[config.mk]
export PLATFORM = sky130hd
export DESIGN_NAME = controlador_rodada
export DESIGN_NICKNAME = d
export VERILOG_FILES = /design/src/rtl/controlador_rodada.sv
export SDC_FILE = /design/constraint.sdc
export NUM_CORES = 1
export LEC_CHECK = 0
export ABC_AREA = 1
export ABC_CLOCK_PERIOD_IN_PS = 2800
export BUFFER_PORTS_ARGS = -buffer_cell sky130_fd_sc_hd__buf_2
export CAP_MARGIN = 20
export CORE_ASPECT_RATIO = 0.7
export CORE_MARGIN = 2
export CORE_UTILIZATION = 57
export DETAILED_ROUTE_END_ITERATION = 12
export PLACE_DENSITY = 0.83
export REMOVE_ABC_BUFFERS = 1
export SLEW_MARGIN = 30
export SYNTH_ARGS = -nofsm -noshare
export SYNTH_HDL_FRONTEND = slang
export SYNTH_SLANG_ARGS = --single-unit
[constraint.sdc]
create_clock -name clock -period 2.8 [get_ports clock]
set_input_delay 0.28 -clock clock [delete_from_list [all_inputs] [get_ports clock]]
set_output_delay 0.28 -clock clock [all_outputs]
set_load 0.02 [all_outputs]
[src/rtl/controlador_rodada.sv]
// Round controller for a social-deduction game: sequences night, day,
// voting and result phases on a tick time base, counts rounds and
// reports the remaining time of the current phase.
module controlador_rodada #(
  parameter int T_NOITE = 30,
  parameter int T_DIA   = 60,
  parameter int T_VOTO  = 20,
  parameter int T_RES   = 5,
  parameter int N       = 7,
  parameter int NR      = 4
) (
  input  logic          clock,
  input  logic          zera_n,
  input  logic          iniciar,
  input  logic          tick,
  input  logic          pausa,
  input  logic          pronto,
  input  logic          encerra,
  output logic [2:0]    fase,
  output logic [N-1:0]  restante,
  output logic [NR-1:0] rodada,
  output logic          troca_fase,
  output logic          ativo
);

  typedef enum logic [2:0] {
    OCIOSO    = 3'd0,
    NOITE     = 3'd1,
    DIA       = 3'd2,
    VOTACAO   = 3'd3,
    RESULTADO = 3'd4,
    FIM       = 3'd5
  } estado_t;

  // Timer load values: the timer counts down to zero, so a phase of
  // T ticks starts at T-1 and times out on the tick seen at zero.
  localparam logic [N-1:0]  CARGA_NOITE = N'(T_NOITE - 1);
  localparam logic [N-1:0]  CARGA_DIA   = N'(T_DIA - 1);
  localparam logic [N-1:0]  CARGA_VOTO  = N'(T_VOTO - 1);
  localparam logic [N-1:0]  CARGA_RES   = N'(T_RES - 1);
  localparam logic [N-1:0]  UM_N        = N'(1);
  localparam logic [NR-1:0] UM_NR       = NR'(1);
  localparam logic [NR-1:0] RODADA_MAX  = {NR{1'b1}};

  estado_t       estado_q, estado_d;
  logic [N-1:0]  restante_q, restante_d;
  logic [NR-1:0] rodada_q, rodada_d;
  logic          troca_q, troca_d;
  logic          ativo_q, ativo_d;

  logic avanca;
  logic timeout;
  logic antecipa;

  // Qualified time-base events; pausa freezes both the timer and pronto.
  always_comb begin
    avanca   = tick & ~pausa;
    timeout  = avanca & (restante_q == '0);
    antecipa = pronto & ~pausa;
  end

  // Next-state, timer and round logic; every output is computed here and
  // registered below so all outputs change together on the clock edge.
  always_comb begin
    estado_d   = estado_q;
    restante_d = restante_q;
    rodada_d   = rodada_q;
    troca_d    = 1'b0;

    unique case (estado_q)
      OCIOSO, FIM: begin
        restante_d = '0;
        if (iniciar) begin
          estado_d   = NOITE;
          restante_d = CARGA_NOITE;
          rodada_d   = UM_NR;
          troca_d    = 1'b1;
        end
      end

      NOITE, DIA, VOTACAO: begin
        if (encerra) begin
          // Game over wins over everything, even while paused.
          estado_d   = FIM;
          restante_d = '0;
          troca_d    = 1'b1;
        end else if (timeout || antecipa) begin
          // Timeout and pronto together still yield a single advance.
          troca_d = 1'b1;
          if (estado_q == NOITE) begin
            estado_d   = DIA;
            restante_d = CARGA_DIA;
          end else if (estado_q == DIA) begin
            estado_d   = VOTACAO;
            restante_d = CARGA_VOTO;
          end else begin
            estado_d   = RESULTADO;
            restante_d = CARGA_RES;
          end
        end else if (avanca) begin
          restante_d = restante_q - UM_N;
        end
      end

      RESULTADO: begin
        // The result display always runs its full length; pronto is ignored.
        if (timeout) begin
          troca_d = 1'b1;
          if (encerra) begin
            estado_d   = FIM;
            restante_d = '0;
          end else begin
            estado_d   = NOITE;
            restante_d = CARGA_NOITE;
            if (rodada_q != RODADA_MAX) begin
              rodada_d = rodada_q + UM_NR;
            end
          end
        end else if (avanca) begin
          restante_d = restante_q - UM_N;
        end
      end

      default: begin
        // Unused codes recover to idle on the next clock.
        estado_d   = OCIOSO;
        restante_d = '0;
        troca_d    = 1'b1;
      end
    endcase

    ativo_d = (estado_d == NOITE) || (estado_d == DIA) ||
              (estado_d == VOTACAO) || (estado_d == RESULTADO);
  end

  // State and output registers; zera_n clears everything at once, dropping
  // any progress through the current phase.
  always_ff @(posedge clock or negedge zera_n) begin
    if (!zera_n) begin
      estado_q   <= OCIOSO;
      restante_q <= '0;
      rodada_q   <= '0;
      troca_q    <= 1'b0;
      ativo_q    <= 1'b0;
    end else begin
      estado_q   <= estado_d;
      restante_q <= restante_d;
      rodada_q   <= rodada_d;
      troca_q    <= troca_d;
      ativo_q    <= ativo_d;
    end
  end

  assign fase       = estado_q;
  assign restante   = restante_q;
  assign rodada     = rodada_q;
  assign troca_fase = troca_q;
  assign ativo      = ativo_q;

endmodule

* Word level (Yosys, flattened, before mapping)
Cells that the tools add are included.
Cells by class: multiplexer cells 27, $add $sub $neg 2, reductions and logical operators 10, equality and inequality tests 14, bitwise logic cells 4
Operator list (count):
- $mux W7 | 4
- $mux W3 | 7
- $pmux W7 S3 | 1
- $mux W4 | 4
- $mux W5 | 3
- $eq A3 B2 Y1 const B | 4
- $eq A3 B3 Y1 const B | 3
- $pmux W3 S3 | 1
- $ne A2 B2 Y1 const B | 4
- $pmux W4 S2 | 1
- $logic_not A7 Y1 | 1
- $sub A7 B1 Y7 const B | 1
- $eq A3 B1 Y1 const B | 2
- $mux W6 | 1
- $reduce_and A5 Y1 | 1
- $add A4 B1 Y4 const B | 1
- $logic_or A1 B1 Y1 | 4
- $mux W1 | 4
- $ne A4 B4 Y1 const B | 1
- $and A1 B1 Y1 | 3
- $logic_not A3 Y1 | 1
- $pmux W1 S3 | 1
- $reduce_or A3 Y1 | 1
- $reduce_bool A2 Y1 | 1
- other kinds (2) | 2
Storage, ports and cells: register bits 16, output and inout port bits 16, word-level logic and storage cells 62, input port bits 7

* Depth between registers and ports, before layout
Gate-level depths: netlist (run 1).
depth after elaboration 11, depth in mapped cells 13, mapped depth without buffers 13

* Least setup slack after synthesis (run 1)
Ideal clock, no wire load.
path kind reg-to-reg, start point register restante_q[0] (netlist: restante[0]), end point register ativo_q (netlist: ativo), path buffers 0, arrival 1.461 ns, cell stages (with the launch flop) 13, clock period less this slack 1.578 ns, data required time 2.683 ns, slack 1.222 ns, path through dfrtp_1 inv_1 ha_1 nand2_1 nor2_2 nand2_4 nand2_4 nand2_4 nand2_1 nand2_1 nand3_2 nor2_1 nor2_1
On the way: longest elaborated chain between the ends 10, elaborated cells between the ends (all ways) 14
Ends and longest elaborated chain:
- from (decl) | RTL line 46 | logic [N-1:0] restante_q, restante_d;
- from (signal assigned) | RTL line 147 | restante_q <= restante_d;
- $logic_not A7 Y1 * | RTL line 58 | timeout = avanca & (restante_q == '0);
- $and A1 B1 Y1 * | RTL line 58
- $logic_or A1 B1 Y1 | RTL line 87 | end else if (timeout || antecipa) begin
- $mux W3 | RTL line 87
- $mux W3 | RTL line 82 | if (encerra) begin
- $pmux W3 S3 * | RTL line 70 | unique case (estado_q)
- net estado_d[2] | RTL line 45 | estado_t estado_q, estado_d;
- $eq A3 B1 Y1 or $eq A3 B2 Y1 (tied branches) | RTL line 132 | ativo_d = (estado_d == NOITE) || (estado_d == DIA) ||
- $logic_or A1 B1 Y1 (2 in series) | RTL line 132
- $logic_or A1 B1 Y1 * | RTL line 133 | (estado_d == VOTACAO) || (estado_d == RESULTADO);
- net ativo_d | RTL line 49 | logic ativo_q, ativo_d;
- to (signal assigned) | RTL line 150 | ativo_q <= ativo_d;
- to (decl) | RTL line 49
The timed path passes the listed nets; every way through them passes the cells marked *. A chain may end at the register's enable or synchronous reset.

* Final worst setup path (run 1)
Ends and elaborated chain as after synthesis.

==> run metrics, run 1 <==
status=complete, no violations; CTS sink cnt=16; Vias=between 1k and 1.5k; Placed Cells=between 150 and 200; Setup violations, final=0; proportion of layout cells with a drive suffix above 1=0.2948; Netlist cell types=23; GRT Total Usage=0.2352; Hold WC Path Type=primary input to register; Final Skew=between 0.5 and 0.6 ps; sw frac=0.5138; vias in the first global route=871; Tcrit/Tclk final=0.5895; Starting Density=0.5950; worst-case clock buffer depth=2; sequential fraction of the synthesis area=0.3661; Post-Route WL=about 2.4 mm; Worst Tran Pin Value=around 360 ps; element type at the critical path end=register; initial drt markers=between 40 and 50; Clk pin slew, worst setup/hold paths=approximately 90 ps; # H-tree levels=1; clock root cell=clkbuf_4; Fmax=0.6058 GHz; Mapped Cells=146; TritonCTS Buffers=3; Fill cells=160; Pleak=roughly 0.0007 uW; WHS=approximately 350 ps; drc violations=0; synthesis-to-layout area growth=16.82%; YS warnings=0; Slew Limit Fails=0; Final TNS setup=0 ps; crit path time final=1651 ps; vias per inst=roughly 5.2; FP Rows=13; Sequential Power Share=0.293; Mapped Area=roughly 1100 um^2; Placeable Area=1838 um^2; Synth Register Bits=16; worst vdd ir=roughly 0.0008 V; n_diodes=0; syn avg cell area=around 7.5 um^2; DR pass1 iterations=4; post-cts resize count=0; full die area=2290 um^2; total grt overflow=0; peak fanout along the critical path=10; antenna violations before repair=0; total of max-cap violations=0; worst slack, placed=between 1000 and 1500 ps; Worst Setup Start Kind=register; I/O Pins=23; Final Hold Fails=0; largest net degree at the start of global routing=17; Final nets=184; CTS tree=yes; worst path required time=2990 ps; share of total power in the clock network=0.114; final std cells w/o fill=195; Logic pwr share=0.593; Die H=40.65 um; DP Wirelength=~1.9 mm; RSZ-0062 raised after global routing=false; Setup WS post-layout=approximately 1100 ps; port buffer count=22; worst skew pair latency=between 200 and 300 ps; CP arrival=~1800 ps; Avg WL per Cell=around 12 um; first-pass GRT wire length=3.891 mm; Placer Congestion=~0.91; Antenna Violating Nets Remaining=0; switching power=693.3 uW; crit path kind=register to register; internal power=656.1 uW; die width=56.35 um; Power Density=between 1000 and 1500 nW/um^2; max_slew headroom=0.7589
## cell families after synthesis
group	Yosys count	share of synthesized area
AND/OR/NAND/NOR	72	0.3330
buffers and inverters	24	0.08237
adder cells (fa/ha/maj)	3	0.03433
AO/OA/AOI/OAI	23	0.1201
XOR/XNOR	8	0.06408
flip-flops	16	0.3661
## power groups by stage
stage / sequential [uW] / combinational, uW / clock (uW)
floorplan: 492 / 498 / 0
global placement: 394 / 775 / 0
detailed placement: 399 / 791 / 0
CTS: 396 / 796 / 161
global route: 411 / 891 / 168
finish: 395 / 800 / 154
## final cells by class
cell class	count	area, um^2	share of cell area
multi-input cells	106	603.1	0.4721
repair buffers	23	120.1	0.09402
flip-flops and latches	16	400.4	0.3134
clock buffers	4	36.28	0.02840
well taps	22	27.53	0.02155
inverters	24	90.09	0.07052
## worst max-delay path: stages, from the launching register on
cell and delay [ps]:
dfrtp_1 410, inv_1 110, ha_1 160, nand2_1 60, nor2_2 130, nand2_4 120, nand2_4 150, nand2_4 80
nand2_1 60, nand2_1 60, nand3_2 80, nand2_1 60, inv_1 50, nor2_1 30
## sequential cells by signal, summed over array words and instances (netlist names)
register,cells
ativo,1
rodada,4
troca_fase,1
restante,7
fase,3
## layout by cell type, fill, tap and decap left out, drive strengths merged, types with 2 or more instances in the layout
master  count
nor3        2
inv        23
ha          3
xor2        7
o31ai       2
nand2      38
a21oi       6
nand3      18
dfrtp      16
clkbuf      4
nor2       12
buf        22
o21ai      15
## metal layers
layer / up-vias / track usage / routed length, um
met1: 457 / 0.3262 / 1144
met2: 39 / 0.3735 / 1032
met3: 4 / 0.05678 / 168
li1: 523 / - / -
met5: - / 0 / 0
met4: 0 / 0.07143 / 21
## final timing paths
path,startpoint,end,slack (ps),cells after the start
min in group asynchronous,zera_n,fase[1]$_DFF_PN0_,420,2
worst min register to register,rodada[0]$_DFFE_PN0P_,rodada[0]$_DFFE_PN0P_,550,1
max in group asynchronous,zera_n,troca_fase$_DFF_PN0_,2120,2
worst max register to register,restante[0]$_DFF_PN0_,ativo$_DFF_PN0_,1150,13
worst max-delay path,restante[0]$_DFF_PN0_,ativo$_DFF_PN0_,1150,13
worst min-delay path,iniciar,restante[2]$_DFF_PN0_,350,3
## synth_stat cells
library cell  instances  area [um^2]
a21oi_1               5        25.02
a21oi_2               1        8.760
clkinv_1              1        3.750
dfrtp_1              16        400.4
ha_1                  3        37.54
inv_1                15        56.30
inv_2                 8        30.03
nand2_1              32        120.1
nand2_2               3        18.77
nand2_4               3        33.78
nand3_1              13        65.06
nand3_2               5        50.05
nand3b_1              1        7.510
nand4_1               1        6.260
nor2_1                9        33.78
nor2_2                3        18.77
nor3_1                2        10.01
o21ai_0               7        35.03
o21ai_1               6        30.03
o21ai_2               2        17.52
o31ai_1               2        15.01
xnor2_1               1        8.760
xor2_1                7        61.31
## metrics by stage
stage,total power [uW],instance area [um^2],utilization
6_report,1349,1277,0.6950
3_5_place_dp,1191,1231,0.6698
5_1_grt,1471,1277,0.6950
4_1_cts,1353,1277,0.6950
3_3_place_gp,1169,1231,0.6698
2_1_floorplan,989.6,1094,-
## repair_timing
item	4_1_cts	5_1_grt
setup buffers	0	0
hold buffers	1	0
hold endpoints to repair	16	0
Power figures use the tool's default switching activity.
==> run 2, diff against run 1 <==
ABC_AREA = 0   (was 1)
ABC_CLOCK_PERIOD_IN_PS = 1600   (was 2800)
CORE_UTILIZATION = 53   (was 57)
PLACE_DENSITY = 0.78   (was 0.83)
clock period = 1.6 ns   (was 2.8 ns; I/O delays follow)
==> run metrics, run 2 <==
Power Density=2191 nW/um^2 (was 1056 nW/um^2); Worst Tran Pin Value=441.3 ps (was 361.7 ps); Avg WL per Cell=23.72 um (was 12.13 um); # H-tree levels=1 (unchanged); main area contributors after synthesis=dfrtp_1 37%, xnor2_1 6.5%, nor2_1 5.6% (was dfrtp_1 37%, nand2_1 11%, nand3_1 5.9%); Post-Route WL=4.911 mm (was 2.366 mm); ys flop type=dfrtp_1 (unchanged); Synth area leader=dfrtp_1 (unchanged); largest net degree at the start of global routing=17 (unchanged); Fill cells=68 (was 160); Final Skew=1.959 ps (was 0.5660 ps); worst vdd ir=0.001864 V (was 0.0007779 V); most frequent cells in the layout=37 x buf_4, 22 x buf_2, 16 x dfrtp_1, 10 x nor2_1, 7 x xnor2_1 (was 32 x nand2_1, 22 x buf_2, 16 x dfrtp_1, 15 x inv_1, 13 x nand3_1); Placer Congestion=0.9281 (was 0.9110); FP Rows=13 (unchanged); synthesis-to-layout area growth=62.25% (was 16.82%); worst-case clock buffer depth=2 (unchanged); Mapped Cells=121 (was 146); worst path required time=1770 ps (was 2990 ps); commonest non-fill, non-tap cell in the layout=buf_4 (was nand2_1); internal power=1941 uW (was 656.1 uW); proportion of layout cells with a drive suffix above 1=0.5622 (was 0.2948); crit path time final=1902 ps (was 1651 ps); Pleak=0.0007870 uW (was 0.0007060 uW); YS warnings=0 (unchanged); Final Util=0.9264 (was 0.6950); TritonCTS Buffers=3 (unchanged); Mapped Area=1077 um^2 (was 1094 um^2); GRT Total Usage=0.3161 (was 0.2352); Placeable Area=1887 um^2 (was 1838 um^2); Setup violations, final=16 (was 0); Sequential Power Share=0.184 (was 0.293); Final Hold Fails=0 (unchanged); Netlist cell types=36 (was 23); I/O Pins=23 (unchanged); Starting Density=0.5710 (was 0.5950); Setup WS post-layout=-301.7 ps (was 1149 ps); Clk pin slew, worst setup/hold paths=100 ps (was 90 ps); Vias=1391 (was 1023); Synth Register Bits=16 (unchanged); antenna violations before repair=0 (unchanged); clock root cell=clkbuf_4 (unchanged); status=finished with violations (was complete, no violations); most used cell, CP=buf_4 (was nand2_1); reg2reg setup slack=-300 ps (was 1150 ps); Hold WC Path Type=primary input to register (unchanged); failing checks=negative setup slack; DR pass1 iterations=9 (was 4); crit path kind=register to register (unchanged); total of max-cap violations=0 (unchanged); post-route cell area=1748 um^2 (was 1277 um^2); first-pass GRT wire length=5.747 mm (was 3.891 mm); worst skew pair latency=300 ps (was 290 ps); max_slew headroom=0.7055 (was 0.7589); n_diodes=0 (unchanged); switching power=1889 uW (was 693.3 uW); most common library cells after synthesis=16 x dfrtp_1, 16 x nor2_1, 9 x nand2_1 (was 32 x nand2_1, 16 x dfrtp_1, 15 x inv_1); Logic pwr share=0.743 (was 0.593); syn avg cell area=8.903 um^2 (was 7.490 um^2); Crit-path slowest cell=dfrtp_1 (unchanged); initial drt markers=160 (was 41); CP arrival=2070 ps (was 1840 ps); Die H=41.72 um (was 40.65 um); RSZ-0062 raised after global routing=true (was false); die width=57.89 um (was 56.35 um); port buffer count=22 (unchanged); CTS tree=yes (unchanged); Antenna Violating Nets Remaining=0 (unchanged); full die area=2415 um^2 (was 2290 um^2); Final nets=196 (was 184); EDFF count, synth=0 (unchanged); vias per inst=6.720 (was 5.246); Fmax=0.5259 GHz (was 0.6058 GHz); placed standard-cell area=1411 um^2 (was 1231 um^2); CP Cell Sequence=inv_2 > buf_4 > buf_4 > ha_2 > nand2_2 > xor2_2 > nor2_1 > a22oi_1 > o211ai_1 (was inv_1 > ha_1 > nand2_1 > nor2_2 > nand2_4 > nand2_4 > nand2_4 > nand2_1 > nand2_1 > nand3_2 > nand2_1 > inv_1 > nor2_1); element type at the critical path end=register (unchanged); max reg flops=7 (unchanged); vias in the first global route=1162 (was 871); sw frac=0.4932 (was 0.5138); WHS=183.1 ps (was 345.4 ps); CTS sink cnt=16 (unchanged); sequential fraction of the synthesis area=0.3717 (was 0.3661); DP Wirelength=2.287 mm (was 1.897 mm); Slew Limit Fails=0 (unchanged); max incr delay on CP=420 ps (was 410 ps); drc violations=0 (unchanged); ys async rst share=1.000 (unchanged); peak fanout along the critical path=3 (was 10); Tcrit/Tclk final=1.189 (was 0.5895); total grt overflow=0 (unchanged); Worst Setup Start Kind=register (unchanged); Yosys top cell area share=0.3717 (was 0.3661); share of total power in the clock network=0.073 (was 0.114)
run 2: cell count changes after synthesis, sizes merged, moves of 3 or more:
| cell | before | now |
|---|---|---|
| nand3 | 18 | 6 |
| o21a | 0 | 3 |
| nor2 | 12 | 16 |
| buf | 0 | 3 |
| nand2 | 38 | 9 |
| o21ai | 15 | 8 |
| xnor2 | 1 | 8 |
| o211ai | 0 | 4 |
| inv | 23 | 6 |
run 2: final timing paths:
check,cells after the start,end,startpoint
max in group asynchronous,2,rodada[2]$_DFFE_PN0P_,zera_n
worst max register to register,9,restante[2]$_DFF_PN0_,restante[0]$_DFF_PN0_
worst min register to register,2,rodada[0]$_DFFE_PN0P_,rodada[0]$_DFFE_PN0P_
worst max-delay path,9,restante[2]$_DFF_PN0_,restante[0]$_DFF_PN0_
worst min-delay path,2,rodada[2]$_DFFE_PN0P_,iniciar
min in group asynchronous,2,restante[2]$_DFF_PN0_,zera_n
run 2: cell type report:
class	instances	area (um^2)	share of cell area
sequential	16	400.4	0.2291
tap	22	27.53	0.01575
inverter	6	22.52	0.01288
clock buffer	4	36.28	0.02076
timing repair buffer	64	451.7	0.2584
multi-input combinational	95	809.5	0.4631
run 2: layer usage:
metal | global-route usage | up-vias | wire (um)
met5 | 0 | - | 0
li1 | - | 563 | -
met1 | 0.4412 | 639 | 1728
met2 | 0.4705 | 137 | 2143
met4 | 0.1163 | 0 | 381
met3 | 0.08100 | 52 | 657
run 2: worst max-delay path, delay by kind of cell, from the launching register on:
| kind | cells | cell delay (ps) |
|---|---|---|
| AO/OA/AOI/OAI | 2 | 410 |
| flip-flops | 1 | 420 |
| AND/OR/NAND/NOR | 2 | 170 |
| buffers and inverters | 3 | 320 |
| XOR/XNOR | 1 | 220 |
| adder cells (fa/ha/maj) | 1 | 220 |
run 2: stage by stage:
step	worst slack [ps]	TNS, ps	power [uW]	std cells
4_1_cts	-189.6	-817.3	3172	201
3_3_place_gp	-244.9	-1969	2554	190
6_report	-301.7	-3200	3829	207
2_1_floorplan	-390.9	-2649	1811	117
3_5_place_dp	-338.4	-2435	2616	190
5_1_grt	-357.6	-3682	3940	207
run 2: power groups by stage:
stage | registers (uW) | clock network [uW] | logic (uW)
2_1_floorplan | 948 | 0 | 863
3_3_place_gp | 669 | 0 | 1890
3_5_place_dp | 677 | 0 | 1940
4_1_cts | 675 | 275 | 2220
5_1_grt | 713 | 294 | 2930
6_report | 705 | 281 | 2840
run 2: what timing repair did:
| action | 4_1_cts | 5_1_grt |
|---|---|---|
| setup endpoints to repair | 16 | 16 |
| gates resized for setup | 31 | 20 |
| pin swaps | 12 | 18 |
| hold buffers | 1 | 0 |
| buffers inserted | 6 | 8 |
| hold endpoints to repair | 16 | 0 |
run 2: kinds of logic (layout without fill, tap and decap cells):
family / after synthesis / after routing / share of synthesized area
xor gates and xnor gates: 13 / 13 / 0.1057
DFF: 16 / 16 / 0.3717
AOI/OAI and AO/OA: 32 / 32 / 0.2044
buffers and inverters: 10 / 74 / 0.04065
adders and majority gates: 3 / 3 / 0.03485
and+or+nand+nor: 47 / 47 / 0.2427
==> run 3, diff against run 2 <==
CORE_UTILIZATION = 36   (was 53)
PLACE_DENSITY = unset   (was 0.78)
==> run metrics, run 3 (synthesized netlist as in run 2, its figures left out) <==
status=finished with violations (unchanged); failing checks=negative setup slack (unchanged); FP Rows=16 (was 13); DR pass1 iterations=4 (was 9); Worst Hold Path Cells=2 (unchanged); Placeable Area=2823 um^2 (was 1887 um^2); Final Hold Fails=0 (unchanged); total power=3621 uW (was 3829 uW); I/O Pins=23 (unchanged); total grt overflow=0 (unchanged); Die H=49.77 um (was 41.72 um); CP arrival=2000 ps (was 2070 ps); Power Density=2075 nW/um^2 (was 2191 nW/um^2); antenna violations before repair=0 (unchanged); vias in the first global route=1092 (was 1162); port buffer count=22 (unchanged); element type at the critical path end=register (unchanged); n_diodes=0 (unchanged); most frequent cells in the layout=29 x buf_4, 22 x buf_2, 16 x dfrtp_1, 13 x nor2_1, 8 x buf_6 (was 37 x buf_4, 22 x buf_2, 16 x dfrtp_1, 10 x nor2_1, 7 x xnor2_1); WHS=163.8 ps (was 183.1 ps); GRT Total Usage=0.1969 (was 0.3161); peak fanout along the critical path=5 (was 3); crit path time final=1862 ps (was 1902 ps); Post-Route WL=3.562 mm (was 4.911 mm); worst vdd ir=0.0007706 V (was 0.001864 V); initial drt markers=58 (was 160); synthesis-to-layout area growth=62.02% (was 62.25%); total of max-cap violations=0 (unchanged); first-pass GRT wire length=5.223 mm (was 5.747 mm); DP Wirelength=2.292 mm (was 2.287 mm); Final Util=0.6184 (was 0.9264); max_slew headroom=0.7467 (was 0.7055); TritonCTS Buffers=3 (unchanged); met3 WL=243 um (was 657 um); Slew Limit Fails=0 (unchanged); Avg WL per Cell=16.41 um (was 23.72 um); Setup violations, final=13 (was 16); worst-case clock buffer depth=2 (unchanged); Final Skew=5.699 ps (was 1.959 ps); Vias=1169 (was 1391); proportion of layout cells with a drive suffix above 1=0.5359 (was 0.5622); worst path required time=1730 ps (was 1770 ps); clock root cell=clkbuf_8 (was clkbuf_4); top sig layer=met4 (unchanged); Antenna Violating Nets Remaining=0 (unchanged); Worst Tran Pin Value=379.2 ps (was 441.3 ps); full die area=3453 um^2 (was 2415 um^2); # H-tree levels=1 (unchanged); CTS sink cnt=16 (unchanged); Worst Setup Start Kind=register (unchanged); Hold WC Path Type=primary input to register (unchanged); Placed Cells=207 (was 190); Placer Congestion=0.9581 (was 0.9281); wire length on met2=1.612 mm (was 2.143 mm); Pleak=0.0007663 uW (was 0.0007870 uW); Tcrit/Tclk final=1.164 (was 1.189); vias per inst=5.387 (was 6.720); final std cells w/o fill=217 (was 207); largest net degree at the start of global routing=17 (unchanged); drc violations=0 (unchanged); Reg2Reg Depth=9 (unchanged); Final nets=192 (was 196); max reg flops=7 (unchanged); CTS tree=yes (unchanged); Setup WS post-layout=-262.4 ps (was -301.7 ps); worst skew pair latency=260 ps (was 300 ps); Starting Density=0.3816 (was 0.5710); RSZ-0062 raised after global routing=true (unchanged); crit path kind=register to register (unchanged); Metal-1 WL=1.639 mm (was 1.728 mm); die width=69.38 um (was 57.89 um); Clk pin slew, worst setup/hold paths=70 ps (was 100 ps); commonest non-fill, non-tap cell in the layout=buf_4 (unchanged); Fmax=0.5369 GHz (was 0.5259 GHz)
## run 3: cell types whose count changed in the layout (fill, tap and decap cells not counted), sizes merged
cell / before / now
buf: 63 / 59
## run 3: worst paths after layout
path | start | end | slack (ps)
setup / recovery | restante[1]$_DFF_PN0_ | restante[2]$_DFF_PN0_ | -260
hold / removal | iniciar | rodada[2]$_DFFE_PN0P_ | 160
setup reg to reg | restante[1]$_DFF_PN0_ | restante[2]$_DFF_PN0_ | -260
hold reg to reg | rodada[3]$_DFFE_PN0P_ | rodada[3]$_DFFE_PN0P_ | 620
max in group asynchronous | zera_n | fase[0]$_DFF_PN0_ | 980
min in group asynchronous | zera_n | restante[0]$_DFF_PN0_ | 350
## run 3: metal layers
| layer | vias to the layer above | global-route usage |
|---|---|---|
| li1 | 552 | - |
| met1 | 562 | 0.2673 |
| met2 | 46 | 0.3189 |
| met3 | 9 | 0.04703 |
| met4 | 0 | 0.04575 |
| met5 | - | 0 |
## run 3: critical path, stage by stage, from the launching register on
cell	delay, ps
dfrtp_1	370
inv_2	70
ha_4	150
and4bb_4	230
a21o_4	210
buf_6	110
buf_6	110
o21ai_2	120
a22oi_2	70
o211ai_1	290
## run 3: final cells by class
class                           count  area (um^2)
Multi-Input combinational cell     95        794.5
Sequential cell                    16        400.4
Inverter                            6        22.52
Timing Repair Buffer               60        427.9
Fill cell                         229         1077
Tap cell                           36        45.04
Clock buffer                        4        55.05
## run 3: what timing repair did
action                                 in CTS  in global routing
hold buffers                                1                  0
setup endpoints to repair                  15                 16
setup buffers                               2                  3
endpoints found under the hold margin      16                  0
pin swaps                                   6                 13
gates resized for setup                    16                 34
## run 3: stage by stage
| stage | area, um^2 | worst slack (ps) | TNS (ps) |
|---|---|---|---|
| finish | 1745 | -262.4 | -1682 |
| CTS | 1575 | -177.4 | -1444 |
| floorplan | 1056 | -390.9 | -2649 |
| detailed placement | 1451 | -343.6 | -2221 |
| global placement | 1451 | -271.6 | -1777 |
| global route | 1745 | -300.2 | -2769 |
## run 3: power by group
part | switching [uW] | internal [uW]
registers | 106 | 561
clock network | 152 | 219
logic | 1390 | 1190
